==> config.mk <==
export PLATFORM = sky130hd
export DESIGN_NAME = stage2_align_accum
export DESIGN_NICKNAME = d
export VERILOG_FILES = /design/src/rtl/stage2_align_accum.sv
export SDC_FILE = /design/constraint.sdc
export NUM_CORES = 1
export LEC_CHECK = 0
export CORE_ASPECT_RATIO = 0.6
export CORE_MARGIN = 5
export CORE_UTILIZATION = 45
export DETAILED_ROUTE_END_ITERATION = 12
export SETUP_SLACK_MARGIN = 0.05
export SKIP_CTS_REPAIR_TIMING = 1
export SLEW_MARGIN = 20
export SYNTH_ARGS = -nofsm -noshare
export SYNTH_HDL_FRONTEND = slang
export SYNTH_SLANG_ARGS = --single-unit
==> constraint.sdc <==
create_clock -name clk -period 8.62 [get_ports clk]
set_input_delay 1.724 -clock clk [delete_from_list [all_inputs] [get_ports clk]]
set_output_delay 1.724 -clock clk [all_outputs]
set_load 0.02 [all_outputs]
==> src/rtl/stage2_align_accum.sv <==
// SD4 MAC stage 2: aligns nine partial products to the beat max exponent, sums them,
// and accumulates ACC_LEN beats into a block-floating-point result. Optional macro: ACC_SAT_EN.
module stage2_align_accum #(
    parameter int FRAC_BITS = 8,
    parameter int ACC_LEN   = 4,
    parameter int ACC_W     = 20
) (
    input  logic             clk,
    input  logic             rst,
    input  logic             flush,
    input  logic             in_valid,
    input  logic [44:0]      signed_pp_in,
    input  logic [44:0]      exp_in,
    input  logic [4:0]       exp_max_in,
    input  logic [4:0]       exp_bias_in,
    output logic             out_valid,
    output logic [ACC_W-1:0] acc_out,
    output logic [4:0]       exp_out,
    output logic [4:0]       exp_bias_out,
    output logic             ovf
);
    // in_valid qualifies every data input for one cycle; there is no ready, so every
    // qualified beat is consumed, and out_valid is a single-cycle pulse with no stall.
    localparam int AW    = 5 + FRAC_BITS;
    localparam int SUM_W = AW + 4;
    localparam int CNT_W = (ACC_LEN > 1) ? $clog2(ACC_LEN) : 1;

    logic signed [AW-1:0]    w_al;
    logic signed [4:0]       w_pp;
    logic [4:0]              w_e;
    logic [4:0]              w_d;
    logic signed [SUM_W-1:0] w_sum;

    logic                    r_a_valid;
    logic signed [SUM_W-1:0] r_sum;
    logic [4:0]              r_a_exp;
    logic [4:0]              r_a_bias;

    logic [CNT_W-1:0]        r_cnt;
    logic [ACC_W-1:0]        r_acc;
    logic [4:0]              r_acc_exp;
    logic                    r_out_valid;
    logic [ACC_W-1:0]        r_acc_out;
    logic [4:0]              r_exp_out;
    logic [4:0]              r_bias_out;

    logic [ACC_W-1:0]        w_sum_ext;
    logic [ACC_W-1:0]        w_lhs;
    logic [ACC_W-1:0]        w_rhs;
    logic [ACC_W-1:0]        w_acc_nxt;
    logic [4:0]              w_exp_nxt;
    logic                    w_first;
    logic                    w_last;

    // Arithmetic right shift where shifts past the width collapse to the sign.
    function automatic logic [ACC_W-1:0] sra(input logic [ACC_W-1:0] x, input logic [4:0] amt);
        if (32'(amt) >= ACC_W) return {ACC_W{x[ACC_W-1]}};
        return $signed(x) >>> amt;
    endfunction

    always_comb begin
        w_sum = '0;
        w_pp  = '0;
        w_e   = '0;
        w_d   = '0;
        w_al  = '0;
        for (int i = 0; i < 9; i++) begin
            w_pp = signed_pp_in[44-5*i -: 5];
            w_e  = exp_in[44-5*i -: 5];
            w_d  = (w_e > exp_max_in) ? 5'd0 : exp_max_in - w_e;
            w_al = {w_pp, {FRAC_BITS{1'b0}}};
            if (32'(w_d) >= AW) w_al = {AW{w_pp[4]}};
            else                w_al = w_al >>> w_d;
            w_sum = w_sum + SUM_W'(w_al);
        end
    end

    // Whichever operand has the smaller exponent is shifted down before the add.
    always_comb begin
        w_sum_ext = ACC_W'(r_sum);
        w_first   = (r_cnt == '0);
        w_last    = (r_cnt == CNT_W'(ACC_LEN - 1));
        w_lhs     = w_sum_ext;
        w_rhs     = '0;
        w_exp_nxt = r_a_exp;
        if (!w_first) begin
            if (r_a_exp > r_acc_exp) begin
                w_lhs = sra(r_acc, r_a_exp - r_acc_exp);
                w_rhs = w_sum_ext;
            end else begin
                w_lhs     = r_acc;
                w_rhs     = sra(w_sum_ext, r_acc_exp - r_a_exp);
                w_exp_nxt = r_acc_exp;
            end
        end
    end

`ifdef ACC_SAT_EN
    logic [ACC_W:0] w_ext;
    logic           w_sat_hit;
    logic           w_sat_nxt;
    logic           r_sat;
    logic           r_ovf;

    always_comb begin
        w_ext     = {w_lhs[ACC_W-1], w_lhs} + {w_rhs[ACC_W-1], w_rhs};
        w_sat_hit = (w_ext[ACC_W] != w_ext[ACC_W-1]);
        w_acc_nxt = w_sat_hit ? {w_ext[ACC_W], {(ACC_W-1){~w_ext[ACC_W]}}} : w_ext[ACC_W-1:0];
        w_sat_nxt = (w_first ? 1'b0 : r_sat) | w_sat_hit;
    end

    always_ff @(posedge clk) begin
        if (rst || flush) begin
            r_sat <= 1'b0;
            if (rst) r_ovf <= 1'b0;
        end else if (r_a_valid) begin
            r_sat <= w_sat_nxt;
            if (w_last) r_ovf <= w_sat_nxt;
        end
    end
    assign ovf = r_ovf;
`else
    assign w_acc_nxt = w_lhs + w_rhs;
    assign ovf       = 1'b0;
`endif

    always_ff @(posedge clk) begin
        if (rst) begin
            r_a_valid   <= 1'b0;
            r_sum       <= '0;
            r_a_exp     <= '0;
            r_a_bias    <= '0;
            r_cnt       <= '0;
            r_acc       <= '0;
            r_acc_exp   <= '0;
            r_out_valid <= 1'b0;
            r_acc_out   <= '0;
            r_exp_out   <= '0;
            r_bias_out  <= '0;
        end else if (flush) begin
            r_a_valid   <= 1'b0;
            r_cnt       <= '0;
            r_acc       <= '0;
            r_out_valid <= 1'b0;
        end else begin
            r_a_valid   <= in_valid;
            r_out_valid <= 1'b0;
            if (in_valid) begin
                r_sum    <= w_sum;
                r_a_exp  <= exp_max_in;
                r_a_bias <= exp_bias_in;
            end
            if (r_a_valid) begin
                r_acc     <= w_acc_nxt;
                r_acc_exp <= w_exp_nxt;
                if (w_last) begin
                    r_cnt       <= '0;
                    r_out_valid <= 1'b1;
                    r_acc_out   <= w_acc_nxt;
                    r_exp_out   <= w_exp_nxt;
                    r_bias_out  <= r_a_bias;
                end else begin
                    r_cnt <= r_cnt + 1'b1;
                end
            end
        end
    end

    assign out_valid    = r_out_valid;
    assign acc_out      = r_acc_out;
    assign exp_out      = r_exp_out;
    assign exp_bias_out = r_bias_out;
endmodule

Word-level counts from Yosys, hierarchy flattened
Index checks and enable logic that the tools add are counted.
{ "totals": {"reg_bits": 86, "input_bits": 104, "out_inout_bits": 32, "word_cells": 109} }
{ "op_classes": {"n_addsub": 21, "order_cmp": 21, "n_eq_ne": 1, "n_shift": 11, "n_mux": 36, "bitwise_logic": 2, "reduce_logical": 6} }
{ "ops": {"columns": ["cell", "n"], "rows": [
  ["$mux W20", 8],
  ["$mux W13", 9],
  ["$sshr A13 B5 Y13", 9],
  ["$add A17 B13 Y17", 4],
  ["$mux W5", 11],
  ["$sub A5 B5 Y5", 11],
  ["$gt A5 B5 Y1", 10],
  ["$ge A5 B4 Y1 const B", 9],
  ["$add A20 B20 Y20", 1],
  ["$sshr A17 B5 Y20", 1],
  ["$sshr A20 B5 Y20", 1],
  ["$add A16 B13 Y17", 1],
  ["$add A15 B13 Y16", 1],
  ["$add A14 B13 Y15", 1],
  ["$add A13 B13 Y14", 1],
  ["$ge A5 B5 Y1 const B", 2],
  ["$mux W1", 7],
  ["$reduce_and A2 Y1", 2],
  ["$reduce_and A3 Y1", 1],
  ["$reduce_or A3 Y1", 1],
  ["$add A2 B1 Y2 const B", 1],
  ["$eq A2 B2 Y1 const B", 1],
  ["$logic_not A2 Y1", 1],
  ["$mux W2", 1],
  ["other kinds (2)", 3]
]} }

Longest topological paths before layout
Gate-level depths: netlist of run 1.
{ "logic_depth": {"ltp_word": 12, "depth_mapped": 29} }

Worst setup path before layout of run 1
Ideal clock, no wire load.
{ "synth_timing": {"path_kind": "input port to flip-flop", "startpoint": "input port exp_max_in[0]", "endpoint": "register r_sum[15]", "arrival_time_ns": 7.805, "required_ns": 8.506, "setup_slack_ns": 0.701, "stages": 24, "path_buffers": 0, "path_cell_list": "inv_1 > ha_1 > fa_1 > nand2b_1 > a21oi_1 > nor2_1 > xor2_1 > a221oi_1 > nor3_1 > a211o_1 > fa_1 > fa_1 > fa_1 > inv_1 > fa_1 > inv_1 > ha_1 > a21o_1 > a21oi_1 > o21ai_0 > a2111oi_1 > o31ai_1 > xor2_1 > a21o_1"} }
{ "synth_via": {"elab_chain_len": 12, "elab_cells_between_ends": 62} }
{ "synth_lines": {"columns": ["item", "line", "source"], "rows": [
  ["start, declared", "14", "input logic [4:0] exp_max_in,"],
  ["$sub A5 B5 Y5 / $gt A5 B5 Y1 (equally long branches)", "70", "w_d = (w_e > exp_max_in) ? 5'd0 : exp_max_in - w_e;"],
  ["$mux W5", "70", null],
  ["$sshr A13 B5 Y13 / $ge A5 B4 Y1 (equally long branches)", "73, 72", null],
  ["$mux W13", "72", "if (32'(w_d) >= AW) w_al = {AW{w_pp[4]}};"],
  ["$add A13 B13 Y14", "74", "w_sum = w_sum + SUM_W'(w_al);"],
  ["$add A14 B13 Y15", "74", null],
  ["$add A15 B13 Y16", "74", null],
  ["$add A16 B13 Y17", "74", null],
  ["$add A17 B13 Y17 (3 in a row)", "74", null],
  ["$add A17 B13 Y17 *", "74", null],
  ["end signal, assigned", "149", "r_sum <= w_sum;"],
  ["end, declared", "35", "logic signed [SUM_W-1:0] r_sum;"]
]} }
Every way passes the cells marked *; elsewhere a longest branch is shown, timed or not.
A chain may end at the register's enable or synchronous reset.

Worst setup path in the final report of run 1
{ "layout_timing": {"startpoint": "input port exp_max_in[0]", "endpoint": "register r_sum[10]"} }
The elaborated chain is that of the path after synthesis.

==> results of run 1 <==
[path summary, 6_finish.rpt]
| check | slack [ps] | depth (start not counted) | end | start |
|---|---|---|---|---|
| setup / recovery | 370 | 30 | r_sum[10]$_SDFFE_PP0P_ | exp_max_in[0] |
| hold / removal | 450 | 2 | exp_bias_out[4]$_SDFFE_PP0P_ | r_a_bias[4]$_SDFFE_PP0P_ |
| setup reg to reg | 2060 | 17 | r_acc[11]$_SDFFE_PP0P_ | r_a_exp[0]$_SDFFE_PP0P_ |
| hold reg to reg | 450 | 2 | exp_bias_out[4]$_SDFFE_PP0P_ | r_a_bias[4]$_SDFFE_PP0P_ |
[final cells by class]
class                      instances  area [um^2]  share of cell area [%]
multi-input combinational       1726        13100                    66.2
clock buffer                       9          225                    1.13
inverter                         218          818                    4.12
timing repair buffer             380         3270                    16.5
tap                              467          584                    2.94
clock inverter                     7         92.6                   0.466
sequential                        86         1720                    8.67
[synth_stat cells (all sizes together), types with 6 or more instances]
cell	number	area, um^2
ha	92	1150
a221o	6	60.1
or2	9	56.3
o22ai	30	188
a22o	9	78.8
buf	35	178
a21boi	8	60.1
clkbuf	82	309
inv	217	815
and2	7	45.1
o31a	6	52.6
o31ai	12	90.1
nand3b	10	75.1
a21oi	167	851
a221oi	8	76.3
fa	106	2120
a21o	28	210
nand2b	31	194
nor2	174	656
a22oi	13	97.6
and3	11	68.8
o21bai	7	52.6
o211ai	26	195
xor2	22	193
mux4	29	653
dfxtp	86	1720
nor3	59	295
or3	17	106
nor4	13	81.3
o21ai	115	576
nand2	247	935
mux2	32	364
a41oi	6	52.6
a211oi	40	305
mux2i	81	811
o21a	29	233
a211o	12	105
nor2b	35	234
o211a	6	60.1
a31oi	33	206
nand3	48	240
nand4	10	62.6
a311oi	18	158
nor3b	15	118
xnor2	28	253
[cell usage in the layout (no fill, tap or decap), types with 9 or more instances in the layout]
master / n
a211oi_1: 38
nand3b_1: 10
o211ai_1: 26
fa_1: 106
buf_4: 238
a22oi_1: 13
nand2_1: 246
o21a_1: 27
mux4_2: 29
clkdlybuf4s50_1: 133
nor2b_1: 32
xnor2_1: 26
a311oi_1: 18
nor4_1: 13
xor2_1: 21
nand2b_1: 31
and3_1: 11
clkbuf_16: 9
nand3_1: 48
nand4_1: 10
a22o_1: 9
o21ai_0: 108
nor3b_1: 14
o22ai_1: 29
a31oi_1: 33
mux2_2: 31
or3_1: 17
a21o_1: 28
nor3_1: 59
a21oi_1: 159
inv_1: 217
nor2_1: 173
o31ai_1: 11
dfxtp_1: 86
a211o_1: 12
mux2i_1: 81
ha_1: 92
[flip-flops by register name, summed over array words and instances (netlist names)]
signal	count
r_a_bias	5
out_valid	1
r_cnt	2
exp_out	5
r_a_exp	5
exp_bias_out	5
r_acc	20
acc_out	20
r_acc_exp	5
r_a_valid	1
r_sum	17
[power by group]
| group | switching [mW] | total, mW | internal, mW | leakage (nW) |
|---|---|---|---|---|
| registers | 0.0531 | 0.482 | 0.429 | 0.696 |
| clock network | 0.187 | 0.419 | 0.232 | 0.155 |
| logic | 3.34 | 6.35 | 3.01 | 7.79 |
[per-layer routing]
metal  GRT usage [%]  share of wire [%]  wire length (um)
met3            10.3                 13              7510
met4            1.94               0.55               314
met5               0                  0                 0
met2            34.9                 36             20500
met1            47.3                 51             29100
[critical path, delay by kind of cell]
kind                     cells  cell delay [ps]
buffers and inverters        9             1350
AND/OR/NAND/NOR              5              930
AO/OA/AOI/OAI                8             1190
adder cells (fa/ha/maj)      8             3300
[per-stage QoR]
| stage | instances | power [mW] | instance area (um^2) | setup slack (ps) | setup TNS (ps) |
|---|---|---|---|---|---|
| 2_1_floorplan | 2147 | 4.33 | 16100 | 701 | 0 |
| 3_3_place_gp | 2876 | 6.47 | 19500 | -43.4 | -136 |
| 3_5_place_dp | 2876 | 6.57 | 19500 | -66.8 | -148 |
| 4_1_cts | 2892 | 7.03 | 19800 | 271 | 0 |
| 5_1_grt | 2893 | 8.06 | 19900 | 42.8 | 0 |
| 6_report | 2893 | 7.25 | 19900 | 368 | 0 |
[cells by family after synthesis]
logic type | count (synthesis) | synth area share [%]
compound gates | 629 | 26.0
flops | 86 | 10.7
buf+inv | 335 | 8.11
fa+ha+maj | 198 | 20.3
xor+xnor | 50 | 2.77
simple gates | 706 | 20.8
other cells | 1 | 0.0233
mux | 142 | 11.4
==> qor.txt, run 1 <==
Outcome - finished, final reports clean
Core area - 0.0351 mm^2
Drt first pass iters - 6
Crit Path Max Fanout - 8
Synth async-reset ratio - 0%
Crit start category - input port
Vias post-DR - 17,500
HP Class - reg -> reg
Largest net degree at the start of global routing - 72
IO Pins - 136
Setup violators final - 0
Ys flop type - dfxtp_1
Ys Warns - 0
Post-Syn Instances - 2,147
Max clock buf depth - 2
Diode count - 0
WHS - 452 ps
Max-slew violations - 0
FF+latch count, synth - 86
Routability cong. - 1.05
Clock Latency Late Sink - 350 ps
Leak - 8.64 nW
Worst slew pin tran - 1020 ps
Die area - 0.0398 mm^2
Critical Path AT - 8530 ps
Final period util - 95.7%
Rows - 53
Achievable Freq - 121 MHz
Syn Area/Cell - 7.50 um^2
Wirelength, routed - 57,500 um
Crit path top cell by count - fa_1
Initial antenna violation count - 0
Clock transition at the registers of the reported paths - 70 ps
Final Hold Fails - 0
# nets final - 2,723
Cell variety after synth - 95
First-pass GRT wire length - 90,300 um
Initial Util - 45.8%
CP peak stage delay - 550 ps
Worst Path Required - 8900 ps
Critical Path Slowest Stage Cell - fa_1
Post-DR wirelength/cell - 19.9 um
Synthesized Nets - 2,449
ANT nets after route - 0
Post-synth EDFFs - 0
RSZ-0062 raised after global routing - no
Die X - 254 um
CTS Sinks - 86
DRC Markers - 0
Min cycle time layout - 8250 ps
H-tree depth reported by CTS - 3
Starting DRT DRC Count - 2,206
Vias per cell - 6.03
Chip height - 157 um
CTS Buf Count - 9
Max Clock Skew - 9.26 ps
Grt ovf - 0
Setup crit end kind - flop
Setup CP Type - in -> reg
Layout area overhead - 23.4%
Fin util - 56.5%
Total GRT Usage - 28.3%
Number of port buffers - 134
Mapped cell area - 0.0161 mm^2
Post-synthesis sequential area ratio - 10.7%
Peak VDD IR - 778 uV
Fill count - 3,296
Hpwl dp - 47,000 um
Layout cells sized above 1 - 15.3%
Maxcap violations - 0
Pwr dens - 365 mW/mm^2
Vias in the first global route - 16,100
CTS tree - built
Max_slew headroom - 32.0%
Clock Tree Root - clkbuf_16
(Power assumes the default switching activity.)
==> run 2, diff against run 1 <==
--- a/config.mk
+++ b/config.mk
@@ -5,10 +5,13 @@
 export SDC_FILE = /design/constraint.sdc
 export NUM_CORES = 1
 export LEC_CHECK = 0
+export CELL_PAD_IN_SITES_DETAIL_PLACEMENT = 2
+export CELL_PAD_IN_SITES_GLOBAL_PLACEMENT = 2
 export CORE_ASPECT_RATIO = 0.6
 export CORE_MARGIN = 5
-export CORE_UTILIZATION = 45
+export CORE_UTILIZATION = 36
 export DETAILED_ROUTE_END_ITERATION = 12
+export PLACE_DENSITY_LB_ADDON = 0.1
 export SETUP_SLACK_MARGIN = 0.05
 export SKIP_CTS_REPAIR_TIMING = 1
 export SLEW_MARGIN = 20
==> run 2 against run 1 <==
  * Fmax decreased by 1.0%
  * Wire length increased by 31%
  * Die area increased by 24%
  * Register-to-register slack got worse by 330 ps
  * Sequential share of layout area decreased by 0.12 points
  * Clock power decreased by 3%
  * Critical path type unchanged
  * Critical endpoint is now r_sum[16]$_SDFFE_PP0P_
  * Largest cell class unchanged
==> qor.txt, run 2 (synthesis gave the netlist of run 1 again) <==
Initial Util - 36.2% (-9.6 points)
Layout Cell Area excl Fill - 0.0201 mm^2 (+1.4%)
Final worst slack - 281 ps (-86.7 ps)
Placed inst area - 0.0195 mm^2 (+0.26%)
Rows - 60 (+13%)
Critical Path AT - 8580 ps (+50 ps)
# nets final - 2,714 (-0.33%)
Setup crit end kind - flop
Layout cells sized above 1 - 16.5% (+1.2 points)
Number of port buffers - 134 (unchanged)
Chip height - 174 um (+11%)
Setup CP Type - in -> reg
Crit Path Max Fanout - 7 (-1)
Commonest non-fill, non-tap cell in the layout - nand2_1
Die X - 283 um (+11%)
CTS Sinks - 86 (unchanged)
Hpwl dp - 61,800 um (+32%)
Outcome - finished, final reports clean
Maxcap violations - 0 (unchanged)
Grt ovf - 0 (unchanged)
CTS Buf Count - 9 (unchanged)
Setup violators final - 0 (unchanged)
Worst Path Required - 8860 ps (-40 ps)
Crit start category - input port
Clock transition at the registers of the reported paths - 80 ps (about the same)
Wirelength, routed - 75,000 um (+31%)
Routability cong. - 0.983 (-6.3%)
Layout area overhead - 25.1%
Clock Latency Late Sink - 370 ps (+20 ps)
Fin util - 45.2% (-11 points)
Max clock buf depth - 2 (unchanged)
Most frequent cells in the layout - nand2_1, buf_4, inv_1, nor2_1, a21oi_1
Die area - 0.0492 mm^2 (+24%)
Setup WS pre-CTS - -369 ps (-302 ps)
Vias post-DR - 18,100 (+3.5%)
Max Clock Skew - 14.8 ps (+5.53 ps)
Leak - 8.62 nW (-0.23%)
Max-slew violations - 0 (unchanged)
Min cycle time layout - 8340 ps (+86.7 ps)
Pwr dens - 402 mW/mm^2 (+10%)
Core area - 0.0445 mm^2 (+27%)
Drt first pass iters - 5 (-1)
CTS tree - built
CP peak stage delay - 600 ps (+50 ps)
Total GRT Usage - 29.1% (+0.78 points)
Peak VDD IR - 654 uV (-16%)
Diode count - 0 (unchanged)
ANT nets after route - 0 (unchanged)
Achievable Freq - 120 MHz (-1.0%)
H-tree depth reported by CTS - 3 (unchanged)
Post-DR wirelength/cell - 25.0 um (+26%)
Final period util - 96.7% (+1.0 points)
Critical Path Slowest Stage Cell - or4_4
Initial antenna violation count - 1 (+1)
Vias per cell - 6.01 (-0.43%)
Final Hold Fails - 0 (unchanged)
Total Power - 8.10 mW (+12%)
WHS - 463 ps (+11.1 ps)
HP Class - reg -> reg
Clock Tree Root - clkbuf_16
Largest net degree at the start of global routing - 72 (unchanged)
Starting DRT DRC Count - 1,372 (-38%)
First-pass GRT wire length - 114,000 um (+27%)
Fill count - 5,110 (+55%)
Max_slew headroom - 22.9% (-9.1 points)
Vias in the first global route - 19,100 (+18%)
Worst slew pin tran - 1150 ps (+131 ps)
IO Pins - 136 (unchanged)
DRC Markers - 0 (unchanged)
-- run 2: cell types whose count changed in the layout (fill, tap and decap cells not counted), moves of 5 or more --
cell / change
a21oi_1: -6
a21oi_2: +5
buf_4: -8
o21ai_0: -6
o21ai_1: +6
-- run 2: stage by stage --
stage / TNS (ps) / instances
6_report: 0 / 3006
5_1_grt: -30.9 / 3006
4_1_cts: 0 / 3000
3_5_place_dp: -2240 / 2984
3_3_place_gp: -64.7 / 2984
2_1_floorplan: 0 / 2147
-- run 2: layout make-up --
| cell class | count | area (um^2) | share of cell area, % |
|---|---|---|---|
| multi-input cells | 1726 | 13400 | 66.4 |
| repair buffers | 371 | 3190 | 15.9 |
| flip-flops and latches | 86 | 1720 | 8.55 |
| inverters | 218 | 818 | 4.06 |
| well taps | 589 | 737 | 3.66 |
| clock buffers | 9 | 225 | 1.12 |
| clock inverters | 7 | 72.6 | 0.360 |
-- run 2: worst paths after layout --
path | to | cells after the start | from | slack [ps]
min | acc_out[10]$_SDFFE_PP0P_ | 2 | acc_out[10]$_SDFFE_PP0P_ | 460
min reg2reg | acc_out[10]$_SDFFE_PP0P_ | 2 | acc_out[10]$_SDFFE_PP0P_ | 460
max reg2reg | acc_out[14]$_SDFFE_PP0P_ | 20 | r_a_exp[0]$_SDFFE_PP0P_ | 1730
max | r_sum[16]$_SDFFE_PP0P_ | 26 | exp_max_in[1] | 280
-- run 2: power by group --
part	switching [mW]	total (mW)	internal, mW
logic	4.00	7.21	3.21
clock network	0.200	0.405	0.205
registers	0.0549	0.484	0.429
-- run 2: critical path, delay by kind of cell --
family	cells	cell delay [ps]
adder cells (fa/ha/maj)	6	2650
AO/OA/AOI/OAI	7	1440
buffers and inverters	9	1410
AND/OR/NAND/NOR	3	920
multiplexers	1	400
-- run 2: per-layer routing --
metal	GRT usage (%)	share of wire, %	up-vias
met3	9.07	9.1	57
met5	0	0.18	-
met2	40.9	40	570
met1	44.9	50	9226
li1	-	-	8206
met4	2.66	0.87	2
==> run 3, diff against run 2 <==
--- a/config.mk
+++ b/config.mk
@@ -9,7 +9,7 @@
 export CELL_PAD_IN_SITES_GLOBAL_PLACEMENT = 2
 export CORE_ASPECT_RATIO = 0.6
 export CORE_MARGIN = 5
-export CORE_UTILIZATION = 36
+export CORE_UTILIZATION = 38
 export DETAILED_ROUTE_END_ITERATION = 12
 export PLACE_DENSITY_LB_ADDON = 0.1
 export SETUP_SLACK_MARGIN = 0.05
==> constraint.sdc (replaced) <==
create_clock -name clk -period 10 [get_ports clk]
set_input_delay 2 -clock clk [delete_from_list [all_inputs] [get_ports clk]]
set_output_delay 2 -clock clk [all_outputs]
set_load 0.005 [all_outputs]
==> run 3 against run 2 <==
  * Core utilization shrank 1.4 points
  * Sequential power shrank 14%
  * Critical path depth is the same
  * Combinational power shrank 31%
  * Design area shrank 8.8%
  * Via count shrank 5.0%
  * Total power shrank 29%
  * Die area shrank 5.0%
  * Largest cell class unchanged
==> qor.txt, run 3 (synthesis gave the netlist of run 1 again) <==
HP Class - reg -> reg
Diode count - 0 (unchanged)
Setup crit end kind - flop
Initial Util - 38.4% (+2.3 points)
ANT nets after route - 0 (unchanged)
Fill count - 4,903 (-4.1%)
Post-DR wirelength/cell - 25.2 um (+0.88%)
Sw Ratio - 56.3% (+3.7 points)
Layout cells sized above 1 - 7.20% (-9.3 points)
Commonest non-fill, non-tap cell in the layout - nand2_1
Most used routing layer - met1
Internal - 2.51 mW (-35%)
Core area - 0.0419 mm^2 (-5.9%)
Reg2reg setup slack - 3440 ps (+1710 ps)
Total GRT Usage - 29.6% (+0.50 points)
Reg-to-Reg Start - r_a_exp[0]$_SDFFE_PP0P_
Hpwl dp - 58,100 um (-6.1%)
Hold_sp - acc_out[3]$_SDFFE_PP0P_
Leak - 7.61 nW (-12%)
Layout Cell Area excl Fill - 0.0184 mm^2 (-8.8%)
IO Pins - 136 (unchanged)
Worst Path Buf+Inv - 6 (-3)
Met1 Track Usage GR - 46.3% (+1.5 points)
Most frequent cells in the layout - nand2_1, inv_1, nor2_1, a21oi_1, clkdlybuf4s50_1
Setup CP Type - in -> reg
Hold Path Depth - 2 (unchanged)
Reg area - 0.00172 mm^2 (unchanged)
Max-slew violations - 0 (unchanged)
Worst Path Required - 10,220 ps (+1360 ps)
Global Route met2 Usage - 41.5% (+0.57 points)
Min cycle time layout - 9330 ps
Clock power share - 6.5% (+1.5 points)
Multi-input logic area - 0.0131 mm^2 (-2.0%)
Vias in the first global route - 18,000 (-5.6%)
Max clock buf depth - 2 (unchanged)
Initial antenna violation count - 0 (-1)
Largest net degree at the start of global routing - 68 (-5.6%)
Rows - 58 (-3.3%)
Critical Path Slowest Stage Cell - fa_2
Layout area overhead - 14.1%
RSZ-0062 raised after global routing - no
P_sw - 3.23 mW (-24%)
Clock Tree Root - clkbuf_16
Worst slew pin tran - 1040 ps (-108 ps)
CTS Sinks - 86 (unchanged)
Worst Hold End - acc_out[3]$_SDFFE_PP0P_
CP peak stage delay - 700 ps (+100 ps)
Starting DRT DRC Count - 1,508 (+9.9%)
Combinational Power Share - 86.3% (-2.7 points)
Clock Latency Late Sink - 370 ps (about the same)
Max Clock Skew - 11.2 ps (-3.57 ps)
Clock transition at the registers of the reported paths - 70 ps (about the same)
Achievable Freq - 107 MHz
Pwr dens - 313 mW/mm^2 (-22%)
WHS - 462 ps (-1.23 ps)
Chip height - 169 um (-2.5%)
Reg2reg path depth - 19 (-5.0%)
Drt first pass iters - 7 (+2)
Critical Path AT - 9550 ps (+970 ps)
Wirelength, routed - 70,300 um (-6.3%)
Final Hold Fails - 0 (unchanged)
Vias per cell - 6.14 (+2.2%)
Number of port buffers - 134 (unchanged)
Met3 Use GR - 8.76% (-0.31 points)
Setup violators final - 0 (unchanged)
First-pass GRT wire length - 109,000 um (-4.5%)
CTS Buf Count - 9 (unchanged)
Placed inst area - 0.0180 mm^2 (-8.0%)
Maxcap violations - 0 (unchanged)
Crit Path Max Fanout - 11 (+4)
CTS tree - built
Grt ovf - 0 (unchanged)
Share of power burned in registers - 7.2% (+1.2 points)
H-tree depth reported by CTS - 3 (unchanged)
Crit start category - input port
Crit path top cell by count - fa_1
Total Power - 5.74 mW (-29%)
Die X - 276 um (-2.6%)
Crit path max-delay family - adder cells
Reg-to-Reg End - r_acc[18]$_SDFFE_PP0P_
Final period util - 93.3%
Die area - 0.0467 mm^2 (-5.0%)
Total negative slack - 0 ps (unchanged)
Routability cong. - 0.989 (+0.66%)
Vias post-DR - 17,200 (-5.0%)
Fin util - 43.8% (-1.4 points)
Max_slew headroom - 30.4% (+7.4 points)
Outcome - finished, final reports clean
Peak VDD IR - 439 uV (-33%)
DRC Markers - 0 (unchanged)
# nets final - 2,520 (-7.1%)
## run 3: changes by cell type in the layout (fill, tap and decap cells not counted), sizes merged
cell           delta
clkinvlp          +2
clkinv            -1
buf             -194
dlymetal6s2s      +1
clkdlybuf4s50     -1
inv               -3
bufinv            +1
clkbuf            +1
## run 3: power groups by stage
stage | clock network [mW] | registers [mW] | logic [mW]
6_report | 0.372 | 0.416 | 4.96
4_1_cts | 0.375 | 0.412 | 4.91
2_1_floorplan | 0 | 0.396 | 3.34
5_1_grt | 0.393 | 0.417 | 5.58
3_3_place_gp | 0 | 0.417 | 4.48
3_5_place_dp | 0 | 0.420 | 4.87
## run 3: worst max-delay path by stage
stage                        endpoint           from  slack (ps)  cells past startpoint
2_1_floorplan  r_sum[15]$_SDFFE_PP0P_  exp_max_in[0]        1800                     24
3_3_place_gp   r_sum[15]$_SDFFE_PP0P_  exp_max_in[0]         350                     26
3_5_place_dp   r_sum[15]$_SDFFE_PP0P_  exp_max_in[2]         100                     25
4_1_cts        r_sum[15]$_SDFFE_PP0P_  exp_max_in[0]         470                     26
5_1_grt        r_sum[16]$_SDFFE_PP0P_  exp_max_in[1]         140                     26
6_report       r_sum[16]$_SDFFE_PP0P_  exp_max_in[0]         670                     26
## run 3: metrics by stage
stage | worst slack (ps) | std cells
after floorplan | 1800 | 2147
after global placement | 350 | 2771
after detailed placement | 103 | 2771
after CTS | 468 | 2787
after global routing | 145 | 2793
final | 667 | 2793
## run 3: area by class of cell
type                    count  share of cell area (%)
multi-input cells        1726                    71.3
inverters                 218                    4.50
flip-flops and latches     86                    9.38
repair buffers            177                    9.21
clock inverters             6                   0.409
well taps                 570                    3.88
clock buffers              10                    1.30
## run 3: worst register-to-register path, delay by kind of cell, from the launching register on
family,cells,cell delay [ps]
AO/OA/AOI/OAI,9,2960
buffers and inverters,5,1480
AND/OR/NAND/NOR,3,810
adder cells (fa/ha/maj),2,790
flip-flops,1,420
## run 3: per-layer routing
metal | up-vias | wire length, um | part of all wire (%)
li1 | 7828 | - | -
met1 | 8771 | 35800 | 51
met2 | 516 | 28000 | 40
met3 | 38 | 6080 | 8.6
met4 | 0 | 471 | 0.67
met5 | - | 0 | 0
==> RTL edit, RTL diff (settings of run 2) <==
Set the parameter `ACC_LEN` to 8 (it was 4).
--- a/src/rtl/stage2_align_accum.sv
+++ b/src/rtl/stage2_align_accum.sv
@@ -2,7 +2,7 @@
 // and accumulates ACC_LEN beats into a block-floating-point result. Optional macro: ACC_SAT_EN.
 module stage2_align_accum #(
     parameter int FRAC_BITS = 8,
-    parameter int ACC_LEN   = 4,
+    parameter int ACC_LEN   = 8,
     parameter int ACC_W     = 20
 ) (
     input  logic             clk,
Check against the original RTL: not equivalent (a bounded check fails within 10 cycles, from zero or initial values and one cycle with rst high).
==> RTL edit against run 2 <==
- clock skew shrank 4.3 ps
- synthesized area decreased by 1.8%
- sequential cell count is 1 higher
- synthesized cell count shrank 2.1%
- sequential share of layout area rose by 0.54 points
- wire length shrank 7.2%
- final cell count decreased by 4.3%
- setup slack lost 7.7 ps
- total power decreased by 7.7%
- clock power increased by 7.9%
- final area fell by 4.8%
- critical path type unchanged
==> RTL edit: results (changes against run 2) <==
----------------------------------------------------
[Route]
  Wire length reported by the detailed router ... 69700 um (-7.2%)
  Routed len/inst ... 24.2 um (-3.0%)
  Total number of vias ... 17100 (-5.6%)
  Number of design-rule violations left by the first detailed-router iteration ... 1181 (-14%)

[Synth]
  Number of distinct standard cells referenced by the synthesized netlist ... 94 (-1.1%)
  XOR/XNOR share of the synthesized area ... 2.87% (+0.099 points)
  Gate Count Post-Synth ... 2102 (-2.1%)
  Top cells by area, synth ... fa_1 (13%), dfxtp_1 (11%), ha_1 (7.4%)
  Complex-gate fraction of the synthesized area ... 26.9% (+0.96 points)
  Sequential element share of the synthesized area ... 11.0% (+0.33 points)
  Synth Area in Adders ... 20.8% (+0.46 points)
  Synthesized net count ... 2405 (-1.8%)
  Yosys warning count ... 0 (unchanged)
  Top cells by instance count after synthesis ... nand2_1 (221), inv_1 (196), a21oi_1 (179)
  Share of cell area taken by muxes after synthesis ... 9.88% (-1.5 points)

[Pwr]
  Cell leakage power ... 8.09 nW (-6.1%)
  Flop+latch power ... 0.000481 W
  Switching portion of total power ... 52.7% (+0.15 points)
  Worst VDD drop ... 0.000534 V (-18%)
  Cell Pwr Density ... 390 nW/um2 (-3.0%)
  Clock network fraction of design power ... 5.8% (+0.8 points)

[Place]
  Weighted congestion at the end of routability-driven global placement ... 0.955 (-2.8%)
  Setup slack after placement ... -483 ps (-114 ps)
  Post-Place Cell Area ... 18600 um2 (-4.6%)
  Number of placed instances with taps included ... 2859 (-4.2%)
  DP Wirelength ... 58400 um (-5.6%)

[Setup path]
  Largest fanout on the critical path ... 10 (+3)
  Critical path data arrival time ... 8610 ps (+30 ps)

[Final layout]
  Count of filler cells inserted in the layout ... 5047 (-1.2%)
  Nets ... 2595 (-4.4%)
  Diodes inserted ... 0 (unchanged)
  Share of cells above drive strength 1 ... 12.9% (-3.6 points)

[CTS]
  Clock root cell ... clkbuf_16
  CTS max path bufs ... 2 (unchanged)
  Clk_lat worst skew ... 380 ps
  Post-CTS clock slew at the launch and capture registers of the worst setup and hold paths ... 80 ps (about the same)

[GRT]
  Global-route wire length before repair ... 108000 um (-5.4%)
  Number of antenna violations at the first check in global routing ... 0 (-1)
  All-Layer GR Usage ... 28.4% (-0.74 points)
  Via count of the first global-routing pass ... 18300 (-3.8%)
  Pin count of the biggest net entering global routing ... 77 (+6.9%)

[Timing]
  Final setup skew ... 10.5 ps (-4.26 ps)
  Transition time at the pin with the least slew margin ... 1090 ps (-61.7 ps)

[Outcome]
  Outcome ... finished clean

----------------------------------------------------
## RTL edit: cell count changes after synthesis, sizes merged, moves of 11 or more
cell    change
nand2      -25
o21ai      +25
inv        -21
clkbuf     -18
a21oi      +17
nand2b     +16
and2       +14
a21o       -12
o22ai      -12
o211ai     -11
## RTL edit: final timing paths
path	startpoint	to	slack (ps)	cells after the start
setup / recovery	exp_max_in[1]	r_sum[15]	270	25
hold / removal	r_a_bias[4]	exp_bias_out[4]	460	2
setup reg to reg	r_a_exp[0]	r_acc[10]	1780	19
hold reg to reg	r_a_bias[4]	exp_bias_out[4]	460	2
## RTL edit: cell type report
cell class                      count  area, um2  area share (%)
Clock inverter                      7       92.6           0.483
Inverter                          196        736            3.84
Multi-Input combinational cell   1712      13100            68.2
Sequential cell                    87       1740            9.09
Clock buffer                        9        225            1.18
Timing Repair Buffer              286       2560            13.4
Tap cell                          579        724            3.78
## RTL edit: metal layers
metal	share of wire, %	global-route usage, %	vias to the layer above
li1	-	-	7872
met2	40	40.9	464
met4	0.85	2.74	2
met5	0.21	2.17	-
met3	8.1	7.31	52
met1	51	43.6	8664
## RTL edit: critical path, stage by stage
cell             delay [ps]
clkdlybuf4s50_1         530
buf_12                  180
ha_1                    250
nor2b_1                 160
o31a_1                  320
o21a_1                  230
o21ai_1                 270
mux2i_1                 310
nor3_1                  100
nor3_2                  360
fa_1                    490
inv_1                    80
fa_2                    490
fa_1                    570
inv_1                    60
fa_1                    570
inv_1                    60
ha_1                    320
a211oi_2                290
o21bai_1                170
a211o_1                 340
a31oi_4                 220
o21ai_0                 140
xor2_1                  160
a22o_1                  200
## RTL edit: cells by family after synthesis
family / after synthesis
buf+inv: 303
mux: 129
other cells: 1
compound gates: 641
xor+xnor: 50
flops: 87
fa+ha+maj: 199
simple gates: 692
